File: config.mk
export PLATFORM = sky130hd
export DESIGN_NAME = hazard_ctrl_mi
export DESIGN_NICKNAME = d
export VERILOG_FILES = /design/src/rtl/cpu_defs_pkg.sv /design/src/rtl/hazard_slot_cmp.sv /design/src/rtl/hazard_ctrl_mi.sv
export SDC_FILE = /design/constraint.sdc
export NUM_CORES = 1
export LEC_CHECK = 0
export BUFFER_PORTS_ARGS = -buffer_cell sky130_fd_sc_hd__buf_2
export CAP_MARGIN = 10
export CORE_ASPECT_RATIO = 1.1
export CORE_MARGIN = 2
export CORE_UTILIZATION = 50
export CTS_BUF_LIST = sky130_fd_sc_hd__clkbuf_4
export CTS_CLUSTER_DIAMETER = 80
export DETAILED_ROUTE_END_ITERATION = 7
export GPL_ROUTABILITY_DRIVEN = 0
export PLACE_DENSITY = 0.82
export SLEW_MARGIN = 20
export SYNTH_ARGS = -nofsm -noshare
export SYNTH_HDL_FRONTEND = slang
export SYNTH_SLANG_ARGS = --single-unit
File: constraint.sdc
create_clock -name clk -period 4.11 [get_ports clk]
set_input_delay 1.0275 -clock clk [delete_from_list [all_inputs] [get_ports clk]]
set_output_delay 1.0275 -clock clk [all_outputs]
set_load 0.1 [all_outputs]
File: src/rtl/cpu_defs_pkg.sv
// Shared pipeline definitions for the hazard controller.
// Register address type, exception FSM states and the zero register.
package cpu_defs_pkg;

    localparam int REG_AW = 5;

    typedef logic [REG_AW-1:0] reg_addr_t;

    typedef enum logic {
        EXC_IDLE,
        EXC_HOLD
    } exc_state_e;

    localparam reg_addr_t ZERO_REG = '0;

endpackage

File: src/rtl/hazard_slot_cmp.sv
// Single-slot load-use comparator against every E and M slot.
// $0 never hits, as source or destination.
module hazard_slot_cmp
    import cpu_defs_pkg::*;
#(
    parameter int ISSUE_NUM = 2,
    parameter int RA_W      = 5
) (
    input  logic                      valid,
    input  logic [RA_W-1:0]           rs,
    input  logic [RA_W-1:0]           rt,
    input  logic [ISSUE_NUM-1:0]      e_load,
    input  logic [ISSUE_NUM*RA_W-1:0] e_waddr,
    input  logic [ISSUE_NUM-1:0]      m_load,
    input  logic [ISSUE_NUM*RA_W-1:0] m_waddr,
    output logic                      hit
);

    localparam logic [RA_W-1:0] ZR = RA_W'(ZERO_REG);

    logic [RA_W-1:0] ew;
    logic [RA_W-1:0] mw;
    logic            any;

    always_comb begin
        any = 1'b0;
        ew  = ZR;
        mw  = ZR;
        for (int k = 0; k < ISSUE_NUM; k++) begin
            ew = e_waddr[k*RA_W +: RA_W];
            mw = m_waddr[k*RA_W +: RA_W];
            if (e_load[k] && (ew != ZR)) begin
                if ((rs != ZR) && (rs == ew)) any = 1'b1;
                if ((rt != ZR) && (rt == ew)) any = 1'b1;
            end
            if (m_load[k] && (mw != ZR)) begin
                if ((rs != ZR) && (rs == mw)) any = 1'b1;
                if ((rt != ZR) && (rt == mw)) any = 1'b1;
            end
        end
        hit = valid & any;
    end

endmodule

File: src/rtl/hazard_ctrl_mi.sv
// N-issue hazard/stall/flush controller with a registered exception hold.
// Optional perf counters are enabled by defining HAZARD_PERF_EN.
module hazard_ctrl_mi
    import cpu_defs_pkg::*;
#(
    parameter int ISSUE_NUM = 2,
    parameter int RA_W      = 5,
    parameter int CNT_W     = 32
) (
    input  logic                      clk,
    input  logic                      rst,
    input  logic                      i_stall,
    input  logic                      d_stall,
    input  logic                      E_alu_stall,
    input  logic [ISSUE_NUM-1:0]      D_valid,
    input  logic [ISSUE_NUM*RA_W-1:0] D_rs,
    input  logic [ISSUE_NUM*RA_W-1:0] D_rt,
    input  logic [ISSUE_NUM-1:0]      E_memtoReg,
    input  logic [ISSUE_NUM*RA_W-1:0] E_reg_waddr,
    input  logic [ISSUE_NUM-1:0]      M_memtoReg,
    input  logic [ISSUE_NUM*RA_W-1:0] M_reg_waddr,
    input  logic                      D_branch_taken,
    input  logic                      M_except,
    output logic                      longest_stall,
    output logic [ISSUE_NUM-1:0]      D_issue_mask,
    output logic                      lwstall,
    output logic                      exc_pending,
    output logic                      F_ena,
    output logic                      D_ena,
    output logic                      E_ena,
    output logic                      M_ena,
    output logic                      W_ena,
    output logic                      F_flush,
    output logic                      D_flush,
    output logic                      E_flush,
    output logic                      M_flush,
    output logic                      W_flush
`ifdef HAZARD_PERF_EN
    ,
    output logic [CNT_W-1:0]          perf_lw_cnt,
    output logic [CNT_W-1:0]          perf_long_cnt
`endif
);

    logic [ISSUE_NUM-1:0] hit;
    logic                 blocked;
    logic                 exc_fire;
    logic                 hold_active;
    exc_state_e           state_q;
    exc_state_e           state_d;

    for (genvar s = 0; s < ISSUE_NUM; s++) begin : g_slot
        hazard_slot_cmp #(
            .ISSUE_NUM(ISSUE_NUM),
            .RA_W     (RA_W)
        ) u_cmp (
            .valid  (D_valid[s]),
            .rs     (D_rs[s*RA_W +: RA_W]),
            .rt     (D_rt[s*RA_W +: RA_W]),
            .e_load (E_memtoReg),
            .e_waddr(E_reg_waddr),
            .m_load (M_memtoReg),
            .m_waddr(M_reg_waddr),
            .hit    (hit[s])
        );
    end

    assign longest_stall = E_alu_stall | i_stall | d_stall;
    assign lwstall       = hit[0];

    // A blocked slot blocks every younger slot behind it.
    always_comb begin
        blocked      = 1'b0;
        D_issue_mask = '0;
        for (int s = 0; s < ISSUE_NUM; s++) begin
            blocked         = blocked | hit[s];
            D_issue_mask[s] = D_valid[s] & ~blocked;
        end
    end

    always_ff @(posedge clk) begin
        if (rst) state_q <= EXC_IDLE;
        else     state_q <= state_d;
    end

    always_comb begin
        state_d  = state_q;
        exc_fire = 1'b0;
        unique case (state_q)
            EXC_IDLE: begin
                if (M_except) begin
                    if (longest_stall) state_d = EXC_HOLD;
                    else               exc_fire = 1'b1;
                end
            end
            EXC_HOLD: begin
                if (!longest_stall) begin
                    exc_fire = 1'b1;
                    state_d  = EXC_IDLE;
                end
            end
            default: state_d = EXC_IDLE;
        endcase
        // Reset drops a held exception without flushing.
        if (rst) exc_fire = 1'b0;
    end

    assign hold_active = (state_q == EXC_HOLD);
    assign exc_pending = hold_active;

    assign F_ena = ~i_stall;
    assign D_ena = ~(lwstall | longest_stall | hold_active);
    assign E_ena = ~longest_stall;
    assign M_ena = ~longest_stall;
    assign W_ena = ~longest_stall;

    assign F_flush = 1'b0;
    assign W_flush = 1'b0;
    assign E_flush = exc_fire;
    assign M_flush = exc_fire;
    assign D_flush = exc_fire | (D_branch_taken & ~longest_stall);

`ifdef HAZARD_PERF_EN
    always_ff @(posedge clk) begin
        if (rst) begin
            perf_lw_cnt   <= '0;
            perf_long_cnt <= '0;
        end else begin
            if (lwstall && !longest_stall && (perf_lw_cnt != '1))
                perf_lw_cnt <= perf_lw_cnt + 1'b1;
            if (longest_stall && (perf_long_cnt != '1))
                perf_long_cnt <= perf_long_cnt + 1'b1;
        end
    end
`endif

endmodule

==> impl_results.md, run 1 <==
* Leakage power at 0.000683 uW
* Post-synthesis sequential area ratio at 1.46%
* Max reg flops at 1
* Max stage delay on crit path at 0.54 ns
* Post-synth cell types at 29
* Final ANT Viol Nets at 0
* RSZ-0062 raised after global routing: false
* Post-CTS sizing at 0
* Largest family of logic cells by synthesized area: XOR/XNOR gates
* Tmin final at 3.91 ns
* Hold Vio Cnt, Final at 0
* Initial DRT Pass Iterations at 4
* Compound-gate portion of the synthesized area at 7.28%
* Adder-cell share of the synthesized area at 0%
* DRC at 0
* Final worst path period share at 95.2%
* Worst vdd ir at 0.000123 V
* First-pass GRT wire length at 6260 microns
* Via count at 1419
* Syn Area/Cell at 6.77 sq um
* Final instance area at 1580 sq um
* GRT Util Overall at 26.4%
* Outcome: finished, final reports clean
* Hold-fix buffers, CTS at 0
* Initial Utilization at 53.6%
* Detailed placement HPWL at 3190 microns
* CP endpoint kind: primary output
* Top-count cell post-synth: xor2_1
* Drt wl/cell at 16.1 microns
* PnR worst setup slack at 0.198 ns
* F_max at 256 MHz
* Worst Path Max Fanout at 5
* GR Overflow Total at 0
* Initial antenna violation count at 0
* Clock Skew at 0 ns
* Setup Buffers After CTS at 0
* HP Class: reg2reg
* P per Cell Area at 155 nW/um^2
* Synthesis-stage register bit count at 1
* Reg2Reg Setup Slack at 3.28 ns
* Die area at 3190 sq um
* Number of buffers added on ports at 65
* Crit Path Class: in2out
* MaxCap Viol Count at 0
* Setup TNS at 0 ns
* Initial drt markers at 48
* DP Worst Slack at 0.196 ns
* Ys Warns at 0
* Vias in the first global route at 1307
* Asr flop ratio synth at 0%
* Largest net degree at the start of global routing at 6
* WP data arrival at 2.88 ns
* Diode count at 0
* Die width at 54 microns
* Clk_lat worst skew at 0 ns
* CP required at 3.08 ns
* Synthesis-to-finish area growth at 14.9%
* Setup violators final at 0
* Max Slew Vio Count at 0
* Bufs and invs on worst path at 2
* Synth top area share at 30.6%
* I/O pins at 68
* Drt total wl at 4080 microns
* Slowest CP cell: or4_4
* CP delay by family, top: simple AND/OR/NAND/NOR gates
* Cell types occupying the most area after synthesis: xor2_1 (31%), xnor2_1 (20%), nand4_1 (7.3%)
* Synth Flop Type: dfxtp_1
* Synth Area in XOR/XNOR at 51.0%
* Mux cell area share after synthesis at 0%
* Share of layout cells above drive strength 1 at 32.7%
* Area leader, netlist: xor2_1
* Cells along the critical path: buf_2, or4_4, o21ai_2, a21oi_2, o41ai_2, nor3b_4, buf_12
* Worst setup SP type: input port
* Most frequent cells after synthesis: xor2_1 (48), xnor2_1 (32), clkbuf_1 (26), nor3_1 (20), nand4_1 (16)
* Synth Area in Simple Gates at 22.9%
* Core Region at 2570 sq um
* Post-Synthesis Cells at 203
* DR vias/cell at 5.59
* Register clock-pin slew on the reported worst setup and hold paths at 0 ns
* Area after DPL at 1580 sq um
* Number of flops mapped to enable cells by yosys at 0
* Die Height at 59 microns
* Mapped Area at 1380 sq um
* Rows at 19
* Layout Nets at 278
## worst register-to-register path, stage by stage, from the launching register on
cell,delay (ns)
dfxtp_1,0.32
o21bai_1,0.31
nor2_1,0.07
## cells by family (layout without fill, tap and decap cells)
family | Yosys count | after routing
AND/OR/NAND/NOR | 56 | 56
buffers and inverters | 50 | 69
flip-flops | 1 | 1
XOR/XNOR | 80 | 80
AO/OA/AOI/OAI | 15 | 15
other | 1 | 2
## where the power goes
part / switching (uW) / internal (uW) / leakage (uW)
Clock: 0 / 0 / 0
Combinational: 149 / 83.7 / 0.000675
Sequential: 0.834 / 10.7 / 0.00000836
## final cells by class
type / count / area [sq um]
Multi-Input combinational cell: 153 / 1140
Inverter: 4 / 15.0
Timing Repair Buffer: 65 / 370
Sequential cell: 1 / 20.0
Tap cell: 31 / 38.8
Fill cell: 250 / 987
## through the flow
step	utilization [%]	hold WS, ns	instances	total power (uW)
2_1_floorplan	-	1.17	204	197
3_3_place_gp	61.5	0.663	254	239
3_5_place_dp	61.5	0.664	254	243
4_1_cts	61.5	0.665	254	243
5_1_grt	61.5	0.715	254	259
6_report	61.5	0.669	254	245
## layer usage
| metal | up-vias | track usage (%) | wire, microns |
|---|---|---|---|
| li1 | 689 | - | - |
| met1 | 651 | 35.6 | 1550 |
| met2 | 69 | 45.5 | 2150 |
| met3 | 10 | 1.52 | 321 |
| met4 | 0 | 6.43 | 63 |
| met5 | - | 0 | 0 |
## worst paths after layout
path / cells after the start / end / startpoint
hold / removal: 2 / exc_pending / exc_pending
setup reg to reg: 2 / exc_pending / exc_pending
hold reg to reg: 2 / exc_pending / exc_pending
setup / recovery: 7 / D_ena / E_reg_waddr[5]
## placed cells by master (no fill, tap or decap), drive strengths merged
master | netlist | final
a21oi | 9 | 9
or4 | 4 | 4
and3 | 1 | 1
nand2 | 4 | 4
o21ai | 4 | 4
or3 | 1 | 1
nor3b | 1 | 1
nor2 | 6 | 6
and2 | 1 | 1
nand4 | 16 | 16
xor2 | 48 | 48
nor3 | 20 | 20
buf | 19 | 65
nor4 | 2 | 2
xnor2 | 32 | 32
conb | 1 | 2
inv | 4 | 4
o41ai | 1 | 1
o21bai | 1 | 1
dfxtp | 1 | 1
Note: power is estimated with default switching activity, not from simulation.
==> run 2: changes to the inputs <==
--- a/config.mk
+++ b/config.mk
@@ -5,6 +5,7 @@
 export SDC_FILE = /design/constraint.sdc
 export NUM_CORES = 1
 export LEC_CHECK = 0
+export ABC_AREA = 1
 export BUFFER_PORTS_ARGS = -buffer_cell sky130_fd_sc_hd__buf_2
 export CAP_MARGIN = 10
 export CORE_ASPECT_RATIO = 1.1
@@ -14,7 +15,7 @@
 export CTS_CLUSTER_DIAMETER = 80
 export DETAILED_ROUTE_END_ITERATION = 7
 export GPL_ROUTABILITY_DRIVEN = 0
-export PLACE_DENSITY = 0.82
+export PLACE_DENSITY = 0.79
 export SLEW_MARGIN = 20
 export SYNTH_ARGS = -nofsm -noshare
 export SYNTH_HDL_FRONTEND = slang
==> impl_results.md, run 2 <==
* Asr flop ratio synth at 0% (unchanged)
* Reg2reg end: exc_pending (unchanged)
* Via count at 1613 (was 1419)
* Syn Area/Cell at 5.58 sq um (was 6.77 sq um)
* Initial antenna violation count at 0 (unchanged)
* Most frequent cells in the layout: nand2_1 (73), buf_2 (65), nor2_1 (45) (was buf_2 (62), xor2_1 (48), xnor2_1 (32))
* Rows at 21 (was 19)
* Ys Warns at 0 (unchanged)
* Crit Reg-Reg Startpoint: exc_pending (unchanged)
* Final worst path period share at 87.6% (was 95.2%)
* Post-CTS sizing at 0 (unchanged)
* Setup Buffers After CTS at 0 (unchanged)
* Reg2reg path depth at 2 (unchanged)
* P per Cell Area at 145 nW/um^2 (was 155 nW/um^2)
* Crit Path Class: in2out (unchanged)
* Detailed placement HPWL at 3480 microns (was 3190 microns)
* Clk_lat worst skew at 0 ns (about the same)
* Vias in the first global route at 1409 (was 1307)
* Final ANT Viol Nets at 0 (unchanged)
* Post-Route Utilization at 58.4% (was 61.5%)
* First-pass GRT wire length at 6300 microns (was 6260 microns)
* F_max at 278 MHz (was 256 MHz)
* GR Overflow Total at 0 (unchanged)
* Worst setup path endpoint: D_issue_mask[1] (was D_ena)
* Post-synth cell types at 25 (was 29)
* Top-count cell post-synth: nand2_1 (was xor2_1)
* Die area at 3800 sq um (was 3190 sq um)
* Outcome: complete, but fails checks (was finished, final reports clean)
* Die Height at 64.5 microns (was 59 microns)
* Leakage power at 0.000982 uW (was 0.000683 uW)
* Worst vdd ir at 0.0000804 V (was 0.000123 V)
* Hold-fix buffers, CTS at 0 (unchanged)
* GRT Util Overall at 20.5% (was 26.4%)
* Worst setup SP type: input port (unchanged)
* CP endpoint kind: primary output (unchanged)
* Share of layout cells above drive strength 1 at 28.5% (was 32.7%)
* WP data arrival at 2.57 ns (was 2.88 ns)
* Post-Synthesis Cells at 298 (was 203)
* DRC at 2 (was 0)
* Initial Utilization at 53.6% (about the same)
* Initial DRT Pass Iterations at 6 (was 4)
* Number of buffers added on ports at 65 (unchanged)
* Post-synthesis sequential area ratio at 1.20% (was 1.46%)
* Mapped Area at 1660 sq um (was 1380 sq um)
* Number of flops mapped to enable cells by yosys at 0 (unchanged)
* Worst Path Max Fanout at 5 (unchanged)
* Area leader, netlist: xnor2_1 (was xor2_1)
* Layout Nets at 374 (was 278)
* Max reg flops at 1 (unchanged)
* DR vias/cell at 4.57 (was 5.59)
* MaxCap Viol Count at 0 (unchanged)
* Crit path launch: D_rs[6] (was E_reg_waddr[5])
* DP Worst Slack at 0.511 ns (was 0.196 ns)
* Clock Skew at 0 ns (unchanged)
* Max Slew Vio Count at 0 (unchanged)
* Drt wl/cell at 11.0 microns (was 16.1 microns)
* HP Class: reg2reg (unchanged)
* Synthesis-stage register bit count at 1 (unchanged)
* Synth Flop Type: dfxtp_1 (unchanged)
* RSZ-0062 raised after global routing: false (unchanged)
* Cell types occupying the most area after synthesis: xnor2_1 (22%), xor2_1 (17%), nand2_1 (16%) (was xor2_1 (31%), xnor2_1 (20%), nand4_1 (7.3%))
* Synth top area share at 21.6% (was 30.6%)
* Die width at 59.0 microns (was 54 microns)
* Setup violators final at 0 (unchanged)
* I/O pins at 68 (unchanged)
* Commonest non-fill, non-tap cell in the layout: nand2_1 (was buf_2)
* Setup TNS at 0 ns (unchanged)
* Reg2Reg Setup Slack at 3.24 ns (was 3.28 ns)
* Hold Vio Cnt, Final at 0 (unchanged)
* Core Region at 3100 sq um (was 2570 sq um)
* Violated checks: design-rule violations
* Register clock-pin slew on the reported worst setup and hold paths at 0 ns (about the same)
* Diode count at 0 (unchanged)
* Drt total wl at 3880 microns (was 4080 microns)
* Most frequent cells after synthesis: nand2_1 (73), nor2_1 (47), xnor2_1 (41), buf_2 (36), xor2_1 (33) (was xor2_1 (48), xnor2_1 (32), clkbuf_1 (26), nor3_1 (20), nand4_1 (16))
* Synthesis-to-finish area growth at 9.04% (was 14.9%)
* PnR worst setup slack at 0.508 ns (was 0.198 ns)
* Initial drt markers at 37 (was 48)
* Tmin final at 3.60 ns (was 3.91 ns)
* Largest net degree at the start of global routing at 7 (was 6)
* CP required at 3.08 ns (about the same)
==> run 2: cell types whose count changed after synthesis, sizes merged, moves of 4 or more <==
cell	change
clkbuf	-27
xnor2	+9
nor2	+45
inv	+22
nand3	+9
nand4	-16
a21oi	-8
or4	-4
nor3	-16
nand2	+71
buf	+26
xor2	-15
==> run 2: final cells by class <==
class	count	area (sq um)
Timing Repair Buffer	65	325
Tap cell	34	42.5
Fill cell	346	1290
Multi-Input combinational cell	225	1320
Sequential cell	1	20.0
Inverter	28	105
==> run 2: worst min path at each step <==
stage	start	endpoint	cells past startpoint
2_1_floorplan	exc_pending	exc_pending	2
3_3_place_gp	exc_pending	exc_pending	2
3_5_place_dp	exc_pending	exc_pending	2
4_1_cts	exc_pending	exc_pending	2
5_1_grt	exc_pending	exc_pending	2
6_report	exc_pending	exc_pending	2
==> run 2: routing by layer <==
metal  up-vias  global-route usage (%)  wire (microns)
li1        887                       -               -
met1       692                    29.2            1850
met2        34                    36.4            1880
met3         0                       0             145
met4         0                       0               0
met5         -                       0               0
==> run 2: cells by family after synthesis <==
| logic type | count (synthesis) | synth area share, % |
|---|---|---|
| AOI/OAI and AO/OA | 6 | 2.41 |
| and+or+nand+nor | 143 | 35.7 |
| xor gates and xnor gates | 74 | 39.0 |
| other | 1 | 0.226 |
| buffers and inverters | 73 | 21.5 |
| DFF | 1 | 1.20 |
==> run 2: per-stage QoR <==
stage	std cells	area (sq um)	power [uW]	hold slack, ns
floorplan	299	1700	228	1.22
global placement	353	1810	260	0.626
detailed placement	353	1810	262	0.647
CTS	353	1810	263	0.647
global route	353	1810	285	0.680
finish	353	1810	263	0.645
==> run 2: worst max-delay path, cell delays in order <==
cell and delay (ns):
buf_2 0.15, or2_4 0.26, nor2_4 0.16, nor2_1 0.07
nand2_1 0.07, nand2_1 0.07, nand2_2 0.05, nand2_1 0.06
nor2_2 0.08, nand2_1 0.06, nor2_2 0.09, buf_2 0.42
==> run 2: report_power, final <==
part           internal [uW]  leakage [uW]  total [uW]  switching (uW)
clock                      0             0           0               0
combinational           86.3      0.000973         252             165
sequential              10.7    0.00000836        11.2           0.483
total                   97.0      0.000982         263             166
==> run 3: changes to the inputs <==
--- a/config.mk
+++ b/config.mk
@@ -9,7 +9,7 @@
 export BUFFER_PORTS_ARGS = -buffer_cell sky130_fd_sc_hd__buf_2
 export CAP_MARGIN = 10
 export CORE_ASPECT_RATIO = 1.1
-export CORE_MARGIN = 2
+export CORE_MARGIN = 3
 export CORE_UTILIZATION = 50
 export CTS_BUF_LIST = sky130_fd_sc_hd__clkbuf_4
 export CTS_CLUSTER_DIAMETER = 80
==> impl_results.md, run 3 (synthesized netlist as in run 2, its figures left out) <==
* Worst vdd ir at 0.0000425 V (was 0.0000804 V)
* Clock Skew at 0 ns (unchanged)
* Cells along the critical path: buf_2, nor2_1, nand3_1, clkinv_1, nor2_1, nand2_1, nand2_1, nand2_1, nand2_1, nor2_1, nor2_2, buf_2 (was buf_2, or2_4, nor2_4, nor2_1, nand2_1, nand2_1, nand2_2, nand2_1, nor2_2, nand2_1, nor2_2, buf_2)
* GR Overflow Total at 0 (unchanged)
* Initial antenna violation count at 0 (unchanged)
* Synthesis-to-finish area growth at 9.04% (unchanged)
* PnR worst setup slack at 0.504 ns (was 0.508 ns)
* Largest net degree at the start of global routing at 7 (unchanged)
* Commonest non-fill, non-tap cell in the layout: nand2_1 (unchanged)
* Clk_lat worst skew at 0 ns (about the same)
* Met3 usage at 0.194% (was 0%)
* CP most frequent cell: nand2_1 (unchanged)
* Number of buffers added on ports at 65 (unchanged)
* Hold-fix buffers, CTS at 0 (unchanged)
* CP required at 3.08 ns (about the same)
* RSZ-0062 raised after global routing: false (unchanged)
* Diode count at 0 (unchanged)
* P per Cell Area at 146 nW/um^2 (was 145 nW/um^2)
* Initial Utilization at 53.1% (was 53.6%)
* First-pass GRT wire length at 6420 microns (was 6300 microns)
* WP data arrival at 2.58 ns (was 2.57 ns)
* Die Height at 66.5 microns (was 64.5 microns)
* DP Worst Slack at 0.498 ns (was 0.511 ns)
* GR peak layer: met2 (unchanged)
* HP Class: reg2reg (unchanged)
* Most frequent cells in the layout: nand2_1 (73), buf_2 (65), nor2_1 (45) (unchanged)
* Share of layout cells above drive strength 1 at 28.5% (unchanged)
* Leakage power at 0.000982 uW (unchanged)
* Max stage delay on crit path at 0.47 ns (was 0.42 ns)
* Layout Nets at 374 (unchanged)
* Max reg flops at 1 (unchanged)
* Die area at 4050 sq um (was 3800 sq um)
* Die width at 61.0 microns (was 59.0 microns)
* Post-CTS sizing at 0 (unchanged)
* CP endpoint kind: primary output (unchanged)
* Final worst path period share at 87.7% (was 87.6%)
* Total Power at 264 uW (was 263 uW)
* Final ANT Viol Nets at 0 (unchanged)
* Initial DRT Pass Iterations at 4 (was 6)
* Slowest CP cell: buf_2 (unchanged)
* Rows at 21 (unchanged)
* Core Region at 3130 sq um (was 3100 sq um)
* Worst Path Max Fanout at 5 (unchanged)
* Drt wl/cell at 11.5 microns (was 11.0 microns)
* Via count at 1618 (was 1613)
* MaxCap Viol Count at 0 (unchanged)
* F_max at 277 MHz (was 278 MHz)
* Worst setup SP type: input port (unchanged)
* Outcome: finished, final reports clean (was complete, but fails checks)
* DR vias/cell at 4.58 (was 4.57)
* GRT Util Overall at 20.4% (was 20.5%)
* Met2 Track Usage GR at 37.7% (was 36.4%)
* Tmin final at 3.61 ns (was 3.60 ns)
* Detailed placement HPWL at 3580 microns (was 3480 microns)
* Initial drt markers at 53 (was 37)
* Max Slew Vio Count at 0 (unchanged)
* Crit Path Class: in2out (unchanged)
* Setup violators final at 0 (unchanged)
* DRC at 0 (was 2)
* Setup Buffers After CTS at 0 (unchanged)
* Hold Vio Cnt, Final at 0 (unchanged)
* Worst hold margin at 0.630 ns (was 0.645 ns)
* Register clock-pin slew on the reported worst setup and hold paths at 0 ns (about the same)
* Vias in the first global route at 1379 (was 1409)
* I/O pins at 68 (unchanged)
* Met1 GRT Util at 27.5% (was 29.2%)
* Drt total wl at 4050 microns (was 3880 microns)
run 3: cell counts in the layout (fill, tap and decap cells not counted):
Identical to the previous run, type by type.
run 3: report_power, final:
group / switching (uW) / internal (uW)
Sequential: 0.425 / 10.7
Clock: 0 / 0
Combinational: 166 / 86.3
run 3: area by class of cell:
| type | count | area (sq um) |
|---|---|---|
| repair buffers | 65 | 325 |
| inverters | 28 | 105 |
| multi-input cells | 225 | 1320 |
| well taps | 34 | 42.5 |
| flip-flops and latches | 1 | 20.0 |
| fillers | 327 | 1320 |
run 3: per-layer routing:
layer / wire length (microns) / vias up
met5: 0 / -
met2: 2050 / 43
li1: - / 886
met3: 204 / 0
met1: 1800 / 689
met4: 0 / 0
run 3: worst max-delay path, delay by kind of cell:
family,cells,cell delay (ns)
buffers and inverters,3,0.73
AND/OR/NAND/NOR,9,0.83
run 3: path summary, 6_finish.rpt:
| kind | cells past startpoint | endpoint | startpoint | slack [ns] |
|---|---|---|---|---|
| worst max-delay path | 12 | lwstall | D_rs[3] | 0.50 |
| worst min register to register | 2 | exc_pending | exc_pending | 0.63 |
| worst max register to register | 2 | exc_pending | exc_pending | 3.26 |
| worst min-delay path | 2 | exc_pending | exc_pending | 0.63 |
run 3: per-stage QoR:
stage / setup TNS [ns] / area, sq um / util, % / cells
floorplan: -2.32 / 1700 / - / 299
global placement: 0 / 1810 / 57.9 / 353
detailed placement: 0 / 1810 / 57.9 / 353
CTS: 0 / 1810 / 57.9 / 353
global route: 0 / 1810 / 57.9 / 353
finish: 0 / 1810 / 57.9 / 353
